File: config.mk
export PLATFORM = sky130hd
export DESIGN_NAME = alu_seq_unit
export DESIGN_NICKNAME = d
export VERILOG_FILES = /design/src/rtl/alu_seq_unit.sv
export SDC_FILE = /design/constraint.sdc
export NUM_CORES = 1
export LEC_CHECK = 0
export CORE_MARGIN = 5
export CORE_UTILIZATION = 48
export CTS_BUF_LIST = sky130_fd_sc_hd__clkbuf_4
export CTS_CLUSTER_DIAMETER = 150
export DETAILED_ROUTE_END_ITERATION = 10
export PLACE_DENSITY = 0.68
export SYNTH_ARGS = -nofsm -noshare
export SYNTH_HDL_FRONTEND = slang
export SYNTH_SLANG_ARGS = --single-unit
File: constraint.sdc
create_clock -name clk -period 10.8 [get_ports clk]
set_input_delay 2.16 -clock clk [delete_from_list [all_inputs] [get_ports clk]]
set_output_delay 2.16 -clock clk [all_outputs]
set_load 0.01 [all_outputs]
File: src/rtl/alu_seq_unit.sv
// Registered EXE-stage ALU with valid/ready handshake and an iterative shift-add multiplier.
// Single-cycle ops complete in one cycle; MUL takes WIDTH/MUL_STEP BUSY cycles.
module alu_seq_unit #(
  parameter int WIDTH    = 32,
  parameter int CMD_W    = 4,
  parameter int MUL_STEP = 1
) (
  input  logic             clk,
  input  logic             rst,
  input  logic             in_valid,
  output logic             in_ready,
  input  logic [CMD_W-1:0] alu_command,
  input  logic [WIDTH-1:0] alu_in1,
  input  logic [WIDTH-1:0] alu_in2,
  input  logic             cin,
  output logic             out_valid,
  input  logic             out_ready,
  output logic [WIDTH-1:0] alu_out,
  output logic [3:0]       status_register,
  output logic             busy
);

  localparam int STEPS = WIDTH / MUL_STEP;
  localparam int CNT_W = $clog2(STEPS + 1);

  localparam logic [CMD_W-1:0] OP_MOV = CMD_W'(4'b0001);
  localparam logic [CMD_W-1:0] OP_ADD = CMD_W'(4'b0010);
  localparam logic [CMD_W-1:0] OP_ADC = CMD_W'(4'b0011);
  localparam logic [CMD_W-1:0] OP_SUB = CMD_W'(4'b0100);
  localparam logic [CMD_W-1:0] OP_SBC = CMD_W'(4'b0101);
  localparam logic [CMD_W-1:0] OP_AND = CMD_W'(4'b0110);
  localparam logic [CMD_W-1:0] OP_ORR = CMD_W'(4'b0111);
  localparam logic [CMD_W-1:0] OP_EOR = CMD_W'(4'b1000);
  localparam logic [CMD_W-1:0] OP_MVN = CMD_W'(4'b1001);
  localparam logic [CMD_W-1:0] OP_LDR = CMD_W'(4'b1010);
  localparam logic [CMD_W-1:0] OP_MUL = CMD_W'(4'b1011);
  localparam logic [CMD_W-1:0] OP_CMP = CMD_W'(4'b1100);
  localparam logic [CMD_W-1:0] OP_TST = CMD_W'(4'b1110);

  localparam logic [2:0] K_LOGIC = 3'd0;
  localparam logic [2:0] K_ADD   = 3'd1;
  localparam logic [2:0] K_SUB   = 3'd2;
  localparam logic [2:0] K_ADDR  = 3'd3;
  localparam logic [2:0] K_BAD   = 3'd4;
  localparam logic [2:0] K_MUL   = 3'd5;

  typedef enum logic [1:0] {S_IDLE = 2'd0, S_BUSY = 2'd1, S_DONE = 2'd2} state_t;

  // Sum of the multiplicand shifted by each set bit of one multiplier digit.
  function automatic logic [WIDTH-1:0] mul_partial(input logic [WIDTH-1:0] a,
                                                   input logic [MUL_STEP-1:0] b);
    logic [WIDTH-1:0] p;
    p = '0;
    for (int i = 0; i < MUL_STEP; i++) begin
      if (b[i]) p = p + (a << i);
      else      p = p;
    end
    return p;
  endfunction

  state_t           r_state;
  logic             r_valid, r_busy, r_cin;
  logic [WIDTH-1:0] r_out, r_mul_a, r_mul_b, r_acc;
  logic [3:0]       r_status;
  logic [CNT_W-1:0] r_cnt;

  logic             w_ci_add, w_ci_sub, w_accept, w_z, w_n;
  logic [WIDTH:0]   w_add, w_sub;
  logic [WIDTH-1:0] w_res, w_acc_next;
  logic [2:0]       w_kind;
  logic [3:0]       w_flags;

  // Subtraction is A + ~B + carry, so the carry out is the inverted borrow.
  assign w_ci_add   = (alu_command == OP_ADC) ? cin : 1'b0;
  assign w_ci_sub   = (alu_command == OP_SBC) ? cin : 1'b1;
  assign w_add      = {1'b0, alu_in1} + {1'b0, alu_in2}  + (WIDTH+1)'(w_ci_add);
  assign w_sub      = {1'b0, alu_in1} + {1'b0, ~alu_in2} + (WIDTH+1)'(w_ci_sub);
  assign w_acc_next = r_acc + mul_partial(r_mul_a, r_mul_b[MUL_STEP-1:0]);
  assign w_accept   = in_valid & in_ready;
  assign in_ready   = (r_state == S_IDLE) | ((r_state == S_DONE) & out_ready);

  // Opcode decode: select result and flag class.
  always_comb begin
    w_kind = K_BAD;
    w_res  = '0;
    case (alu_command)
      OP_MOV:                 begin w_kind = K_LOGIC; w_res = alu_in2;            end
      OP_MVN:                 begin w_kind = K_LOGIC; w_res = ~alu_in2;           end
      OP_AND, OP_TST:         begin w_kind = K_LOGIC; w_res = alu_in1 & alu_in2;  end
      OP_ORR:                 begin w_kind = K_LOGIC; w_res = alu_in1 | alu_in2;  end
      OP_EOR:                 begin w_kind = K_LOGIC; w_res = alu_in1 ^ alu_in2;  end
      OP_ADD, OP_ADC:         begin w_kind = K_ADD;   w_res = w_add[WIDTH-1:0];   end
      OP_SUB, OP_SBC, OP_CMP: begin w_kind = K_SUB;   w_res = w_sub[WIDTH-1:0];   end
      OP_LDR:                 begin w_kind = K_ADDR;  w_res = w_add[WIDTH-1:0];   end
      OP_MUL:                 begin w_kind = K_MUL;   w_res = '0;                 end
      default:                begin w_kind = K_BAD;   w_res = '0;                 end
    endcase
  end

  // Flag generation {Z,C,N,V} for the single-cycle result.
  always_comb begin
    w_z = (w_res == '0);
    w_n = w_res[WIDTH-1];
    case (w_kind)
      K_LOGIC: w_flags = {w_z, cin, w_n, 1'b0};
      K_ADD:   w_flags = {w_z, w_add[WIDTH], w_n,
                          (alu_in1[WIDTH-1] == alu_in2[WIDTH-1]) & (w_n != alu_in1[WIDTH-1])};
      K_SUB:   w_flags = {w_z, w_sub[WIDTH], w_n,
                          (alu_in1[WIDTH-1] != alu_in2[WIDTH-1]) & (w_n != alu_in1[WIDTH-1])};
      K_ADDR:  w_flags = 4'b0000;
      K_BAD:   w_flags = 4'b1000;
      default: w_flags = 4'b0000;
    endcase
  end

  // Control FSM, multiplier datapath and registered outputs.
  always_ff @(posedge clk) begin
    if (rst) begin
      r_state  <= S_IDLE;
      r_valid  <= 1'b0;
      r_busy   <= 1'b0;
      r_out    <= '0;
      r_status <= 4'b0000;
      r_cnt    <= '0;
      r_mul_a  <= '0;
      r_mul_b  <= '0;
      r_acc    <= '0;
      r_cin    <= 1'b0;
    end else begin
      case (r_state)
        S_IDLE, S_DONE: begin
          if (w_accept) begin
            if (w_kind == K_MUL) begin
              r_state <= S_BUSY;
              r_cnt   <= CNT_W'(STEPS);
              r_mul_a <= alu_in1;
              r_mul_b <= alu_in2;
              r_acc   <= '0;
              r_cin   <= cin;
              r_valid <= 1'b0;
              r_busy  <= 1'b1;
            end else begin
              r_state  <= S_DONE;
              r_out    <= w_res;
              r_status <= w_flags;
              r_valid  <= 1'b1;
              r_busy   <= 1'b0;
            end
          end else if ((r_state == S_DONE) && out_ready) begin
            r_state <= S_IDLE;
            r_valid <= 1'b0;
          end else begin
            r_state <= r_state;
          end
        end
        S_BUSY: begin
          r_cnt   <= r_cnt - CNT_W'(1);
          r_acc   <= w_acc_next;
          r_mul_a <= r_mul_a << MUL_STEP;
          r_mul_b <= r_mul_b >> MUL_STEP;
          if (r_cnt == CNT_W'(1)) begin
            r_state  <= S_DONE;
            r_out    <= w_acc_next;
            r_status <= {(w_acc_next == '0), r_cin, w_acc_next[WIDTH-1], 1'b0};
            r_valid  <= 1'b1;
            r_busy   <= 1'b0;
          end else begin
            r_state <= S_BUSY;
          end
        end
        default: begin
          r_state <= S_IDLE;
          r_valid <= 1'b0;
          r_busy  <= 1'b0;
        end
      endcase
    end
  end

  assign out_valid       = r_valid;
  assign alu_out         = r_out;
  assign status_register = r_status;
  assign busy            = r_busy;

endmodule

==> results of run 1 <==
==> stage by stage <==
step,hold slack (ns),utilization (%),std cells,worst slack (ns)
detailed placement,0.444,52.9,2357,3.48
finish,0.458,53.8,2391,4.08
global placement,0.438,52.9,2357,3.58
floorplan,0.432,-,1971,4.29
CTS,0.462,53.8,2389,4.16
global route,0.474,53.8,2390,3.74
==> Yosys cell counts, types with 27 or more instances <==
master and number:
sky130_fd_sc_hd__nand3_1 44, sky130_fd_sc_hd__o211ai_1 27, sky130_fd_sc_hd__xnor2_1 34, sky130_fd_sc_hd__clkbuf_1 95
sky130_fd_sc_hd__ha_1 128, sky130_fd_sc_hd__a21oi_1 186, sky130_fd_sc_hd__nor2_1 224, sky130_fd_sc_hd__dfxtp_1 143
sky130_fd_sc_hd__o21ai_0 141, sky130_fd_sc_hd__and2_1 43, sky130_fd_sc_hd__a211oi_1 89, sky130_fd_sc_hd__nor3_1 39
sky130_fd_sc_hd__nand2_1 177, sky130_fd_sc_hd__inv_1 105
==> power breakdown <==
group / total, mW / switching, mW / internal, mW
clock: 0.351 / 0.253 / 0.0980
sequential: 0.562 / 0.0151 / 0.547
combinational: 0.516 / 0.326 / 0.190
==> final cells by class <==
class                      instances  area, µm²
fill                            2898      13300
multi-input combinational       1591      10300
sequential                       143       2860
timing repair buffer             133       1270
tap                              384        480
inverter                         106        398
clock buffer                      17        128
clock inverter                    15        128
antenna                            2       5.00
==> how the worst max path moves through the flow <==
stage / endpoint
2_1_floorplan: status_register[3]
3_3_place_gp: status_register[3]
3_5_place_dp: status_register[3]
4_1_cts: status_register[3]
5_1_grt: status_register[3]
6_report: status_register[3]
==> registers in the layout (all words and copies together), names as in the netlist <==
register / flops
r_cnt: 6
r_cin: 1
r_acc: 32
status_register: 4
busy: 1
r_mul_a: 32
r_mul_b: 32
r_state: 2
alu_out: 32
out_valid: 1
==> per-layer routing <==
| metal | vias up | GRT usage [%] | wire length [µm] |
|---|---|---|---|
| met5 | - | 0 | 0 |
| met4 | 0 | 7.57 | 1240 |
| met3 | 92 | 4.20 | 4430 |
| met2 | 766 | 51.1 | 24600 |
| met1 | 7484 | 45.8 | 24700 |
| li1 | 7230 | - | - |
==> cells by family (layout without fill, tap and decap cells) <==
| kind of cell | Yosys count | after routing | share of synthesized area, % |
|---|---|---|---|
| AO/OA/AOI/OAI | 714 | 714 | 33.5 |
| AND/OR/NAND/NOR | 683 | 683 | 23.1 |
| buffers and inverters | 237 | 271 | 7.11 |
| flip-flops | 143 | 143 | 20.3 |
| adder cells (fa/ha/maj) | 133 | 133 | 12.1 |
| XOR/XNOR | 51 | 51 | 3.18 |
| multiplexers | 10 | 10 | 0.729 |
| other | 0 | 2 | 0 |
==> worst register-to-register path: cells and delay by family, from the launching register on <==
kind / cells / cell delay (ns)
adder cells (fa/ha/maj): 2 / 0.67
flip-flops: 1 / 0.66
AO/OA/AOI/OAI: 7 / 1.86
AND/OR/NAND/NOR: 5 / 1.63
==> key figures, run 1 <==
Worst setup path
  – Kind of capture point of the worst setup path: flop
  – Highest cell delay on the worst timing path: roughly 0.48 ns
  – Endpoint of the most critical register-to-register path: status_register[3]
  – Type of origin of the critical path: input port
  – Buffer and inverter count on the worst path: 2
  – Critical R2R Launch: r_mul_b[0]
  – CP Cell Sequence: clkdlybuf4s50_1 > buf_4 > nor3b_1 > nand3_1 > fa_1 > fa_1 > nand2b_1 > a21oi_1 > o21ai_0 > a211oi_1 > nor2_1 > a21o_1 > a221oi_1 > nand4_1 > or4_1 > or4_1 > o31ai_2
  – CP Class: in2reg
  – Data required time at the worst endpoint: 11.36 ns
  – Critical-path maximum fanout: 25
  – Instance count on the critical path: 17
  – FF-to-FF setup slack: about 6 ns
  – Data arrival at the endpoint of the critical path: between 7 and 8 ns
  – Worst setup path start: alu_command[1]
  – Crit path max-delay cell type: sky130_fd_sc_hd__nor3b_1
  – R2R depth: 14
  – Crit path max-delay family: simple AND/OR/NAND/NOR gates

Placement
  – Final weighted congestion of routability-driven global placement: approximately 0.99
  – Detailed placer's ending HPWL: 41200 µm
  – PortBufs: approximately 110
  – Placed inst area: 15300 µm²

Yosys
  – Yosys warnings: 0
  – Dominant synthesized flop cell: sky130_fd_sc_hd__dfxtp_1
  – Number of nets in the synthesized netlist: 2177
  – Count of flip-flops with a built-in enable after synthesis: 0
  – Cell variety after synth: 91
  – Avg Synthesized Cell Area: 7.14 µm²
  – Fraction of registers with async set/reset: 0%
  – Register bit total from synthesis: approximately 140
  – Top cells by area, synth: sky130_fd_sc_hd__dfxtp_1, sky130_fd_sc_hd__ha_1, sky130_fd_sc_hd__a21oi_1
  – Synthesized instance count: a little under 2000
  – Synth area leader: sky130_fd_sc_hd__dfxtp_1
  – Sequential fraction of the synthesis area: between 20% and 30%
  – Cell Area, Synth: ~14000 µm²
  – Area share of the largest cell type after synthesis: roughly 20%

Power
  – Overall power of the completed layout: roughly 1.4 mW
  – Worst vdd rail ir drop: ~0.000065 V
  – Power density over cell area: between 90 and 100 nW/µm²
  – Static power due to leakage: a little over 6 nW

STA
  – Worst rel slew slack: between 30% and 40%
  – Crit path time final: between 6 and 7 ns
  – Part of the cycle the worst path needs: between 60% and 70%
  – Final Hold Viols: 0
  – Final-report max-slew violation count: 0
  – Actual slew at the worst max-slew pin: a little under 1 ns
  – Maximum clock rate: between 0.1 and 0.15 GHz
  – Setup repair after global routing missed its margin: false
  – Post-Route Skew: slightly below 0.04 ns
  – Final count of negative-setup-slack endpoints: 0
  – Post-route setup TNS: 0 ns

Drt
  – Violation count after the first detailed-route iteration: between 1500 and 2000
  – Total wire length: roughly 55000 µm
  – First-pass iteration count of the detailed router: 7
  – Avg WL per Cell: 23.0 µm
  – Antenna viol nets, final: 0
  – Post-detailed-route via-to-cell ratio: 6.51
  – Number of DRC violations after detailed routing: 0
  – Detailed-route via count: 15600

Clock network
  – Number of resized instances in the post-cts repair step: 0
  – Clock Pin Slew Worst Setup and Hold Paths: 0.13 ns
  – Clock tree from TritonCTS: yes
  – Cell at the root of the clock tree: sky130_fd_sc_hd__clkbuf_4
  – Clock Sinks: roughly 140
  – Setup Buffers After CTS: 0
  – Max Root-Sink Buffers: 2
  – Latest clock arrival within the worst-skew pair: around 0.67 ns
  – H-tree levels: 4
  – Number of buffers added by the clock tree synthesis step: 17
  – Hold buffers post-CTS: 0

Global route
  – Antenna violations before repair: 3
  – Vias in the first global route: 14300
  – Wire length of the first global-routing pass: ~84000 µm
  – Residual overflow from global routing: 0
  – Total routing resource utilization after global routing: a little under a third
  – Maximum number of pins on one net before global-route repair: 69

Hold path
  – Worst hold path depth: 2
  – Worst hold start: alu_out[4]
  – Destination of the worst hold path: alu_out[4]
  – Classification of the worst-slack hold path: reg2reg

Floorplan
  – DIE HEIGHT: 181 µm
  – Total core area: 28900 µm²
  – Initial core utilization: between 40% and 50%
  – Width of the chip: 181 µm
  – Placement Rows: 62
  – I/O Pins: around 110
  – Full die area: about 33000 µm²

Cells and area
  – Highest-count cells in the layout ignoring fill and taps: sky130_fd_sc_hd__nor2_1, sky130_fd_sc_hd__a21oi_1, sky130_fd_sc_hd__nand2_1, sky130_fd_sc_hd__dfxtp_1, sky130_fd_sc_hd__o21ai_0
  – Syn-to-layout area delta: 10.3%
  – Fraction of layout instances using a drive strength above 1: under 10%
  – Leading cell type in the layout, fill and taps excluded: sky130_fd_sc_hd__nor2_1
  – Fin area: around 16000 µm²
  – Final-stage net count: 2198

Job
  – Max Cap Viol: 0

Run status
  – Outcome: finished, final reports clean
Note: power is estimated with default switching activity, not from simulation.
==> run 2: changes to the inputs <==
- PLACE_DENSITY: 0.68 -> 0.7
- clock period: 10.8 -> 5.42 ns (I/O delays scaled with it)
==> run 2 against run 1 <==
Effect of this change:
- die area unchanged
- largest cell class unchanged
- critical path depth is the same
- hold slack gained 0.0031 ns
- non-clock buffer count increased by 108
- sequential share of layout area fell by 0.96 points
- register-to-register slack worse by 5.0 ns
- power grew 110%
- combinational power rose by 120%
- routed wire length down 0.53%
- first-iteration DRC count decreased by 8.1%
==> key figures, run 2 (same netlist as run 1, synthesis figures left out) <==
Cells and area
  – Register cell area after layout: 2860 µm²
  – Highest-count cells in the layout ignoring fill and taps: sky130_fd_sc_hd__nor2_1, sky130_fd_sc_hd__a21oi_1, sky130_fd_sc_hd__nand2_1, sky130_fd_sc_hd__dfxtp_1, sky130_fd_sc_hd__o21ai_0
  – Post-route non-filler standard cell count: roughly 2500
  – Final standard cell utilization of the core: a little under three fifths
  – Leading cell type in the layout, fill and taps excluded: sky130_fd_sc_hd__nor2_1
  – Filler cell count: 2821
  – Fin area: ~16000 µm²
  – Syn-to-layout area delta: 16.4%
  – Final-stage net count: about 2300
  – Fraction of layout instances using a drive strength above 1: 9.89%
  – Multi-input gate area in the final layout: between 10000 and 15000 µm²

Floorplan
  – I/O Pins: 112
  – Total core area: roughly 29000 µm²
  – Placement Rows: 62
  – Initial core utilization: between 40% and 50%
  – Full die area: ~33000 µm²
  – DIE HEIGHT: 181 µm
  – Width of the chip: roughly 180 µm

Worst setup path
  – FF-to-FF setup slack: between 0.8 and 0.9 ns
  – Crit path max-delay family: simple AND/OR/NAND/NOR gates
  – Worst setup path start: alu_command[2]
  – CP Cell Sequence: clkdlybuf4s50_1 > nor3b_2 > nand3_1 > fa_1 > fa_1 > nand2b_1 > a21oi_1 > o21ai_0 > buf_4 > a211oi_1 > nor2_1 > a21o_1 > a221oi_1 > nand4_1 > or4_1 > or4_1 > o31ai_2
  – Critical R2R Launch: r_mul_a[0]
  – Type of origin of the critical path: input port
  – Data required time at the worst endpoint: between 5 and 6 ns
  – Critical-path maximum fanout: 4
  – Crit path max-delay cell type: sky130_fd_sc_hd__clkdlybuf4s50_1
  – CP Class: in2reg
  – Endpoint of the most critical register-to-register path: status_register[3]
  – Data arrival at the endpoint of the critical path: about 5.7 ns
  – R2R depth: 14
  – Kind of capture point of the worst setup path: flop
  – Buffer and inverter count on the worst path: 2
  – Highest cell delay on the worst timing path: roughly 0.52 ns

Hold path
  – Classification of the worst-slack hold path: reg2reg
  – Destination of the worst hold path: alu_out[15]
  – Worst hold path depth: 2
  – Worst hold start: alu_out[15]

Placement
  – Final weighted congestion of routability-driven global placement: 1.05
  – Detailed placer's ending HPWL: 42000 µm
  – PortBufs: roughly 110
  – Placed inst area: approximately 16000 µm²
  – Cell count after placement: 2465

Drt
  – Total wire length: 54700 µm
  – Avg WL per Cell: 21.9 µm
  – First-pass iteration count of the detailed router: 6
  – Antenna viol nets, final: 0
  – Number of DRC violations after detailed routing: 0
  – Post-detailed-route via-to-cell ratio: approximately 6.3
  – Detailed-route via count: about 16000
  – Violation count after the first detailed-route iteration: ~1800

Clock network
  – Number of resized instances in the post-cts repair step: 0
  – Cell at the root of the clock tree: sky130_fd_sc_hd__clkbuf_4
  – Max Root-Sink Buffers: 2
  – Clock Sinks: approximately 140
  – H-tree levels: 4
  – Clock tree from TritonCTS: yes
  – Hold buffers post-CTS: 0
  – Clock Pin Slew Worst Setup and Hold Paths: about 0.15 ns
  – Number of buffers added by the clock tree synthesis step: 17
  – Latest clock arrival within the worst-skew pair: 0.65 ns
  – Setup Buffers After CTS: 0

STA
  – Part of the cycle the worst path needs: a little over nine tenths
  – Final Hold Viols: 0
  – Hold Slack: about 0.46 ns
  – Actual slew at the worst max-slew pin: 0.923 ns
  – Final-report max-slew violation count: 0
  – Final count of negative-setup-slack endpoints: 0
  – Maximum clock rate: approximately 0.19 GHz
  – Post-Route Skew: between 0.04 and 0.05 ns
  – Setup repair after global routing missed its margin: false
  – Worst rel slew slack: approximately two fifths
  – Crit path time final: between 5 and 6 ns

Power
  – Overall power of the completed layout: between 3 and 4 mW
  – Static power due to leakage: roughly 6.7 nW
  – Power density over cell area: 188 nW/µm²
  – Worst vdd rail ir drop: ~0.00011 V

Global route
  – Antenna violations before repair: 2
  – Wire length of the first global-routing pass: approximately 84000 µm
  – Total routing resource utilization after global routing: approximately a third
  – Vias in the first global route: approximately 15000
  – Maximum number of pins on one net before global-route repair: just under 70
  – Residual overflow from global routing: 0

Job
  – Max Cap Viol: 0

Run status
  – Outcome: finished, final reports clean
[run 2: cell count changes in the layout (fill, tap and decap cells not counted), moves of 2 or more]
cell	delta
sky130_fd_sc_hd__buf_4	+107
sky130_fd_sc_hd__clkinvlp_4	-4
sky130_fd_sc_hd__inv_8	-3
sky130_fd_sc_hd__bufinv_16	+2
sky130_fd_sc_hd__clkinv_1	+2
sky130_fd_sc_hd__inv_6	+2
[run 2: worst max path at each step]
| stage | to | cells after the start |
|---|---|---|
| 2_1_floorplan | status_register[3] | 18 |
| 3_3_place_gp | status_register[3] | 17 |
| 3_5_place_dp | status_register[3] | 17 |
| 4_1_cts | status_register[3] | 17 |
| 5_1_grt | status_register[3] | 17 |
| 6_report | status_register[3] | 17 |
[run 2: layer usage]
layer  GRT usage [%]  up-vias  wire length [µm]
li1                -     7449                 -
met1            42.5     7465             23700
met2            51.6      734             24500
met3            6.66      118              4510
met4            11.6        0              2030
met5               0        -                 0
[run 2: report_power, final]
| group | total (mW) | switching, mW | internal [mW] |
|---|---|---|---|
| Sequential | 1.11 | 0.0244 | 1.09 |
| Combinational | 1.16 | 0.683 | 0.475 |
| Clock | 0.798 | 0.511 | 0.287 |
[run 2: stage by stage]
step                setup slack (ns)  setup TNS [ns]
finish                         0.269               0
global route                  0.0674               0
floorplan                     0.0922               0
global placement              -0.165          -0.165
detailed placement            -0.283          -0.283
CTS                            0.399               0
[run 2: cell type report]
type / count / area share [%]
tap: 384 / 2.93
clock inverter: 14 / 0.932
antenna: 2 / 0.0306
timing repair buffer: 241 / 12.8
multi-input combinational: 1591 / 62.6
inverter: 106 / 2.43
sequential: 143 / 17.5
clock buffer: 18 / 0.825
[run 2: worst min-delay path, cell delays in order (launching register included)]
cell and delay, ns:
sky130_fd_sc_hd__dfxtp_1 0.34, sky130_fd_sc_hd__nand2_1 0.05, sky130_fd_sc_hd__a21oi_1 0.05
